**src/rtl/alu_arbiter.sv**
```systemverilog
// Round-robin arbiter sharing one combinational alu between NUM_REQ requesters.
// One op in flight: accept -> EXEC (alu driven from capture regs) -> RESP (held until taken).
module alu_arbiter #(
    parameter int unsigned DATA_WIDTH  = 32,
    parameter int unsigned NUM_REQ     = 2,
    parameter int unsigned OPSEL_WIDTH = 4
) (
    input  logic                            clk,
    input  logic                            rst,
    input  logic [NUM_REQ-1:0]              req_valid,
    output logic [NUM_REQ-1:0]              req_ready,
    input  logic [NUM_REQ*DATA_WIDTH-1:0]   req_a,
    input  logic [NUM_REQ*DATA_WIDTH-1:0]   req_b,
    input  logic [NUM_REQ*OPSEL_WIDTH-1:0]  req_opSel,
    output logic [NUM_REQ-1:0]              rsp_valid,
    input  logic [NUM_REQ-1:0]              rsp_ready,
    output logic [DATA_WIDTH-1:0]           rsp_data,
    output logic                            rsp_Z,
    output logic                            rsp_overflow,
    output logic [DATA_WIDTH-1:0]           alu_bus_a,
    output logic [DATA_WIDTH-1:0]           alu_bus_b,
    output logic [OPSEL_WIDTH-1:0]          alu_opSel,
    input  logic [DATA_WIDTH-1:0]           alu_out,
    input  logic                            alu_Z,
    input  logic                            alu_overflow
);

    localparam int unsigned PTR_W = (NUM_REQ > 1) ? $clog2(NUM_REQ) : 1;

    typedef enum logic [1:0] {
        IDLE = 2'd0,
        EXEC = 2'd1,
        RESP = 2'd2
    } state_e;

    state_e                  state_q;
    logic [PTR_W-1:0]        rr_ptr_q;
    logic [PTR_W-1:0]        gnt_q;
    logic [DATA_WIDTH-1:0]   bus_a_q;
    logic [DATA_WIDTH-1:0]   bus_b_q;
    logic [OPSEL_WIDTH-1:0]  opsel_q;
    logic [DATA_WIDTH-1:0]   rsp_data_q;
    logic                    rsp_z_q;
    logic                    rsp_ovf_q;

    logic [DATA_WIDTH-1:0]   a_arr   [NUM_REQ];
    logic [DATA_WIDTH-1:0]   b_arr   [NUM_REQ];
    logic [OPSEL_WIDTH-1:0]  op_arr  [NUM_REQ];

    logic                    found;
    logic [PTR_W-1:0]        win;
    logic [PTR_W-1:0]        rr_ptr_d;
    logic                    accept_en;
    logic                    accept;
    int unsigned             idx;

    // Unpack the flat requester buses into per-requester slices
    for (genvar g = 0; g < NUM_REQ; g++) begin : g_unpack
        assign a_arr[g]  = req_a[g*DATA_WIDTH +: DATA_WIDTH];
        assign b_arr[g]  = req_b[g*DATA_WIDTH +: DATA_WIDTH];
        assign op_arr[g] = req_opSel[g*OPSEL_WIDTH +: OPSEL_WIDTH];
    end

    // Winner search starting at rr_ptr, wrapping modulo NUM_REQ
    always_comb begin
        found = 1'b0;
        win   = '0;
        idx   = 0;
        for (int unsigned k = 0; k < NUM_REQ; k++) begin
            idx = 32'(rr_ptr_q) + k;
            if (idx >= NUM_REQ) begin
                idx = idx - NUM_REQ;
            end
            if (!found && req_valid[PTR_W'(idx)]) begin
                found = 1'b1;
                win   = PTR_W'(idx);
            end
        end
    end

    // A new op may be accepted from IDLE, or from RESP in the cycle the response is taken
    always_comb begin
        accept_en = (state_q == IDLE) || ((state_q == RESP) && rsp_ready[gnt_q]);
        accept    = accept_en && found;
        req_ready = accept ? (NUM_REQ'(1) << win) : '0;
        rsp_valid = (state_q == RESP) ? (NUM_REQ'(1) << gnt_q) : '0;
        rr_ptr_d  = (win == PTR_W'(NUM_REQ - 1)) ? '0 : (win + PTR_W'(1));
    end

    always_ff @(posedge clk) begin
        if (rst) begin
            state_q    <= IDLE;
            rr_ptr_q   <= '0;
            gnt_q      <= '0;
            bus_a_q    <= '0;
            bus_b_q    <= '0;
            opsel_q    <= '0;
            rsp_data_q <= '0;
            rsp_z_q    <= 1'b0;
            rsp_ovf_q  <= 1'b0;
        end else begin
            case (state_q)
                IDLE: begin
                    if (accept) begin
                        bus_a_q  <= a_arr[win];
                        bus_b_q  <= b_arr[win];
                        opsel_q  <= op_arr[win];
                        gnt_q    <= win;
                        rr_ptr_q <= rr_ptr_d;
                        state_q  <= EXEC;
                    end
                end
                EXEC: begin
                    rsp_data_q <= alu_out;
                    rsp_z_q    <= alu_Z;
                    rsp_ovf_q  <= alu_overflow;
                    state_q    <= RESP;
                end
                RESP: begin
                    if (rsp_ready[gnt_q]) begin
                        if (accept) begin
                            bus_a_q  <= a_arr[win];
                            bus_b_q  <= b_arr[win];
                            opsel_q  <= op_arr[win];
                            gnt_q    <= win;
                            rr_ptr_q <= rr_ptr_d;
                            state_q  <= EXEC;
                        end else begin
                            state_q  <= IDLE;
                        end
                    end
                end
                default: begin
                    state_q <= IDLE;
                end
            endcase
        end
    end

    // alu inputs come straight from the capture registers and hold between ops
    assign alu_bus_a    = bus_a_q;
    assign alu_bus_b    = bus_b_q;
    assign alu_opSel    = opsel_q;
    assign rsp_data     = rsp_data_q;
    assign rsp_Z        = rsp_z_q;
    assign rsp_overflow = rsp_ovf_q;

endmodule
```
**config.mk**
```make
export PLATFORM = sky130hd
export DESIGN_NAME = alu_arbiter
export DESIGN_NICKNAME = d
export VERILOG_FILES = /design/src/rtl/alu_arbiter.sv
export SDC_FILE = /design/constraint.sdc
export NUM_CORES = 1
export LEC_CHECK = 0
export CAP_MARGIN = 30
export CORE_ASPECT_RATIO = 1.75
export CORE_MARGIN = 2
export CORE_UTILIZATION = 30
export CTS_CLUSTER_SIZE = 28
export DETAILED_ROUTE_END_ITERATION = 12
export PLACE_DENSITY_LB_ADDON = 0.12
export SYNTH_ARGS = -nofsm -noshare
export SYNTH_HDL_FRONTEND = slang
export SYNTH_SLANG_ARGS = --single-unit
```
**constraint.sdc**
```tcl
create_clock -name clk -period 2.28 [get_ports clk]
set_clock_uncertainty 0.05 [all_clocks]
set_input_delay 0.57 -clock clk [delete_from_list [all_inputs] [get_ports clk]]
set_output_delay 0.57 -clock clk [all_outputs]
set_load 0.01 [all_outputs]
```
# --- Word-level counts from Yosys, hierarchy flattened ---
# Index checks and enable logic that the tools add are counted.
op_classes:
  magnitude_cmp: 6
  eq_ne: 4
  muxes: 43
  n_reduce_logical: 9
  shifts: 2
  addsub: 4
  n_bitwise: 1
op_table:
  columns: ["operator", "n"]
  rows:
  - ["32-bit 2-to-1 mux", 10]
  - ["32-bit case mux with 2 select lines", 2]
  - ["4-bit 2-to-1 mux", 5]
  - ["1-bit 2-to-1 mux", 18]
  - ["2-bit 2-to-1 mux", 4]
  - ["4-bit case mux with 2 select lines", 1]
  - ["1-bit by 2-bit less-than comparator with 1-bit output, second input constant", 3]
  - ["2-bit case mux with 3 select lines", 1]
  - ["2-bit >= comparator, second input constant", 2]
  - ["1-bit case mux with 2 select lines", 2]
  - ["2-bit AND reduction", 2]
  - ["1-bit by 1-bit << shifter with 2-bit output, first input constant", 2]
  - ["1-bit logical AND", 3]
  - ["1-bit by 1-bit adder with 2-bit output, second input constant", 1]
  - ["2-bit by 1-bit equality test with 1-bit output, second input constant", 1]
  - ["2-bit equality test, second input constant", 1]
  - ["1-bit by 2-bit >= comparator with 1-bit output, second input constant", 1]
  - ["2-bit logical NOT", 1]
  - ["2-bit by 1-bit inequality test with 1-bit output, second input constant", 1]
  - ["2-bit inequality test, second input constant", 1]
  - ["1-bit inverter with 2-bit output", 1]
  - ["2-bit nonzero test", 1]
  - ["1-bit subtractor, second input constant", 2]
  - ["1-bit adder, second input constant", 1]
  - ["2 further kinds", 2]
word_totals:
  elab_cells: 78
  reg_bits: 106
  inputBits: 176
  out_inout_bits: 106

# --- Logic depth before layout (Yosys ltp) ---
logic_depth:
  depth_word: 15
  ltp_mapped: 7
  mapped_depth_nobuf: 3

# --- Worst setup path after synthesis ---
# Ideal clock, no wire load.
synth_timing:
  path_kind: "input to output"
  startpoint: "in req_valid[1]"
  endpoint: "out req_ready[0]"
  stages: 6
  path_buffers: 3
  path_slack_ns: 0.169
  t_arrival_ns: 1.491
  path_cell_list: "buf_2 > o21ba_1 > buf_4 > buf_2 > o21ai_0 > a21oi_1"
synth_via:
  elab_chain_cells: 8
synth_rtl:
  columns: ["element", "line", "source"]
  rows:
  - ["from (decl)", "10", "input logic [NUM_REQ-1:0] req_valid,"]
  - ["1-bit 2-to-1 mux (implied by the code) (2 in series)", "74", "if (!found && req_valid[PTR_W'(idx)]) begin"]
  - ["1-bit 2-to-1 mux", "74", null]
  - ["1-bit logical NOT", "74", null]
  - ["1-bit logical AND", "74", null]
  - ["1-bit 2-to-1 mux", "74", null]
  - ["1-bit by 1-bit << shifter with 2-bit output / 1-bit logical AND (equally long branches)", "85, 84", null]
  - ["2-bit 2-to-1 mux (*)", "85", "req_ready = accept ? (NUM_REQ'(1) << win) : '0;"]
  - ["to (decl)", "11", "output logic [NUM_REQ-1:0] req_ready,"]
# Every way passes the cells marked *; elsewhere a longest branch is shown, timed or not. The select of a mux whose other input is x is not followed.

# --- Final worst setup path ---
layout_timing:
  startpoint: "reg state_q[0]"
  endpoint: "out rsp_valid[1]"
layout_via:
  elab_chain_cells: 2
layout_rtl:
  columns: ["element", "line", "source"]
  rows:
  - ["from (decl)", "36", "state_e state_q;"]
  - ["from (signal assigned)", "92", "state_q <= IDLE;"]
  - ["from (signal assigned)", "110", "state_q <= EXEC;"]
  - ["from (signal assigned)", "117", "state_q <= RESP;"]
  - ["2-bit equality test", "86", "rsp_valid = (state_q == RESP) ? (NUM_REQ'(1) << gnt_q) : '0;"]
  - ["2-bit 2-to-1 mux", "86", null]
  - ["to (decl)", "15", "output logic [NUM_REQ-1:0] rsp_valid,"]
# Every way passes these cells.

==> impl_metrics.json <==
{
  "grtUsageMet2": 0.373,
  "syn_area_um2": 5360,
  "numPortBuffers": 281,
  "crit_fanout": 5,
  "grt_pass1_vias": 6125,
  "gp_congestion": 0.823,
  "drc": 0,
  "drt_iter0_drc": 227,
  "clockBufferDepth": 2,
  "synth-compound-area-share": 0.327,
  "reg2regPathDepth": 4,
  "drt_wl_total_um": 21100,
  "routedWlPerCell_um": 18.7,
  "fmax_mhz": 457,
  "status": "completed",
  "fillerInstances": 1732,
  "cts_buffers": 9,
  "die_x_um": 105,
  "grt_use_total": 0.214,
  "worstSetupStartpointType": "register",
  "p_sw_frac": 0.303,
  "start_util": 0.307,
  "grt_pass1_wl_um": 32900,
  "layout_common_cells": "clkdlybuf4s50_1 (273), dfxtp_1 (105), nand2b_1 (70)",
  "cp.required_ns": 1.66,
  "cts_hold_buf": 0,
  "via_per_inst": 5.36,
  "setup_viol": 0,
  "clockRootBuffer": "clkbuf_16",
  "antenna_found_initial": 1,
  "tightest_slew_ns": 0.876,
  "syn_area_per_cell_um2": 8.22,
  "htreeDepth": 3,
  "hold_viol": 0,
  "postCtsSetupBuffers": 0,
  "p_leak_nw": 2.86,
  "post-route-min-period_ns": 2.19,
  "timing_worst_setup_path_type": "reg -> out",
  "cts_sinks": 106,
  "intPower_mw": 3.86,
  "synth-adder-area-share": 0,
  "drive_gt1_frac": 0.0841,
  "grt_max_degree": 73,
  "use_met3": 0.0458,
  "synth_top_family_by_area": "compound AO/OA/AOI/OAI gates",
  "post-route-period-util": 0.960,
  "holdWs_ns": 0.405,
  "area_growth_pct": 61.0,
  "top_usage_layer": "met2",
  "p_seq_frac": 0.391,
  "hpwl_um": 14000,
  "finalPower_mw": 5.54,
  "gr-total-overflow": 0,
  "yosys.area_share.xor_xnor": 0,
  "ys_types": 29,
  "layout.nets": 1063,
  "clkPwrFrac": 0.296,
  "hold_depth": 2,
  "synth_top_area_frac": 0.396,
  "hold_class": "reg -> reg",
  "finalMaxSlewViolations": 0,
  "synthMuxAreaShare": 0.00537,
  "p_comb_frac": 0.313,
  "clock_latency_ns": 0.34,
  "syn-instance-count": 652,
  "drt_pass1_iterations": 5,
  "rsz0062_at_grt": "no",
  "antennaDiodeCount": 0,
  "pwr_density_cell_nw_per_um2": 643,
  "chipHeight_um": 181,
  "rows": 64,
  "synth_top_area_cell": "dfxtp_1",
  "ys_seq_area_frac": 0.396,
  "slew_headroom": 0.416,
  "boundaryPins": 282,
  "max_cap_violations": 0,
  "cts_tree": "built",
  "final_common_cell": "clkdlybuf4s50_1",
  "ant_nets": 0,
  "clk_pin_slew_ns": 0.07,
  "core_um2": 17500,
  "syn_nets": 828,
  "via_count": 6024,
  "peakVddDrop_uv": 366,
  "ys_warn_count": 0,
  "worstSetupEndpointType": "primary output",
  "synth-seq-cells": 106,
  "arrival_ns": 1.57,
  "yosys.area_share.simple": 0.201,
  "synth_area_leaders": "dfxtp_1 (40%), nand2b_1 (8.3%), o22ai_1 (7.9%)",
  "grt_util_met1": 0.250,
  "p_sw_mw": 1.68,
  "die_area_um2": 19000
}
==> cell type report <==
cell class / instances / area (um2) / area share
inverters: 4 / 15.0 / 0.00174
well taps: 231 / 289 / 0.0335
multi-input cells: 462 / 2870 / 0.332
repair buffers: 304 / 3020 / 0.350
clock buffers: 10 / 239 / 0.0277
clock inverters: 6 / 71.3 / 0.00827
flip-flops and latches: 106 / 2120 / 0.246
==> path summary, 6_finish.rpt <==
check                                  start            to  slack [ns]
worst min register to register  rsp_data[28]  rsp_data[28]        0.40
worst max-delay path              state_q[0]  rsp_valid[1]        0.09
worst min-delay path            rsp_data[28]  rsp_data[28]        0.40
worst max register to register         gnt_q  alu_opSel[3]        0.30
==> cell families (layout without fill, tap and decap cells) <==
group                  after synthesis  count (layout)
and+or+nand+nor                    213             213
buffers and inverters               84             324
muxes                                2               2
AOI/OAI and AO/OA                  247             247
DFF                                106             106
==> flip-flops by register name, summed over array words and instances, names as in the netlist <==
register and flops:
state_q 2, rr_ptr_q 1, alu_bus_a 32, rsp_data 32, rsp_overflow 1, gnt_q 1, alu_opSel 4, alu_bus_b 32
rsp_Z 1
==> stage by stage <==
| step | utilization | setup TNS (ns) | setup WS (ns) | cell area [um2] | std cells |
|---|---|---|---|---|---|
| 6_report | 0.494 | 0 | 0.0913 | 8620 | 1123 |
| 3_5_place_dp | 0.476 | -24.57 | -0.507 | 8320 | 1107 |
| 2_1_floorplan | - | 0 | 0.169 | 5360 | 652 |
| 3_3_place_gp | 0.476 | -20.43 | -0.498 | 8320 | 1107 |
| 4_1_cts | 0.494 | 0 | 0.0441 | 8620 | 1123 |
| 5_1_grt | 0.494 | 0 | 0.0319 | 8620 | 1123 |
==> layer usage <==
layer,up-vias,part of all wire
met5,-,0
met4,0,0.034
met3,43,0.067
met2,276,0.50
met1,2819,0.39
li1,2886,-
==> worst max-delay path: stages, from the launching register on <==
cell and delay [ns]:
dfxtp_1 0.31, buf_4 0.15, inv_1 0.06, and3_1 0.14, clkdlybuf4s50_1 0.56
==> power groups by stage <==
stage / Combinational (mW) / Sequential [mW] / Clock (mW)
2_1_floorplan: 0.761 / 2.28 / 0
3_3_place_gp: 1.72 / 2.20 / 0
3_5_place_dp: 1.74 / 2.21 / 0
4_1_cts: 1.75 / 2.17 / 1.69
5_1_grt: 1.86 / 2.20 / 1.75
6_report: 1.73 / 2.17 / 1.64
==> synth_stat cells <==
| library cell | number |
|---|---|
| mux2i_2 | 1 |
| inv_1 | 4 |
| nor2_1 | 1 |
| o21ai_1 | 3 |
| a21boi_0 | 1 |
| o21ai_0 | 66 |
| nand2_1 | 68 |
| a311oi_1 | 48 |
| nand2b_1 | 71 |
| a21boi_4 | 1 |
| nor3_1 | 1 |
| a311oi_2 | 20 |
| and3_1 | 1 |
| a211oi_1 | 1 |
| nor2b_1 | 1 |
| o22ai_1 | 68 |
| mux2_4 | 1 |
| buf_4 | 3 |
| a21oi_1 | 36 |
| a2111oi_4 | 1 |
| clkbuf_2 | 2 |
| buf_6 | 3 |
| clkbuf_1 | 51 |
| o21ba_1 | 1 |
| nand3_1 | 69 |
| buf_2 | 21 |
| dfxtp_1 | 106 |
| and2b_2 | 1 |
| o21ba_2 | 1 |
==> timing repair <==
item,CTS,global route
resized for setup,14,1
endpoints found under the setup margin,32,1
pin swaps,1,0
Power figures use the tool's default switching activity.
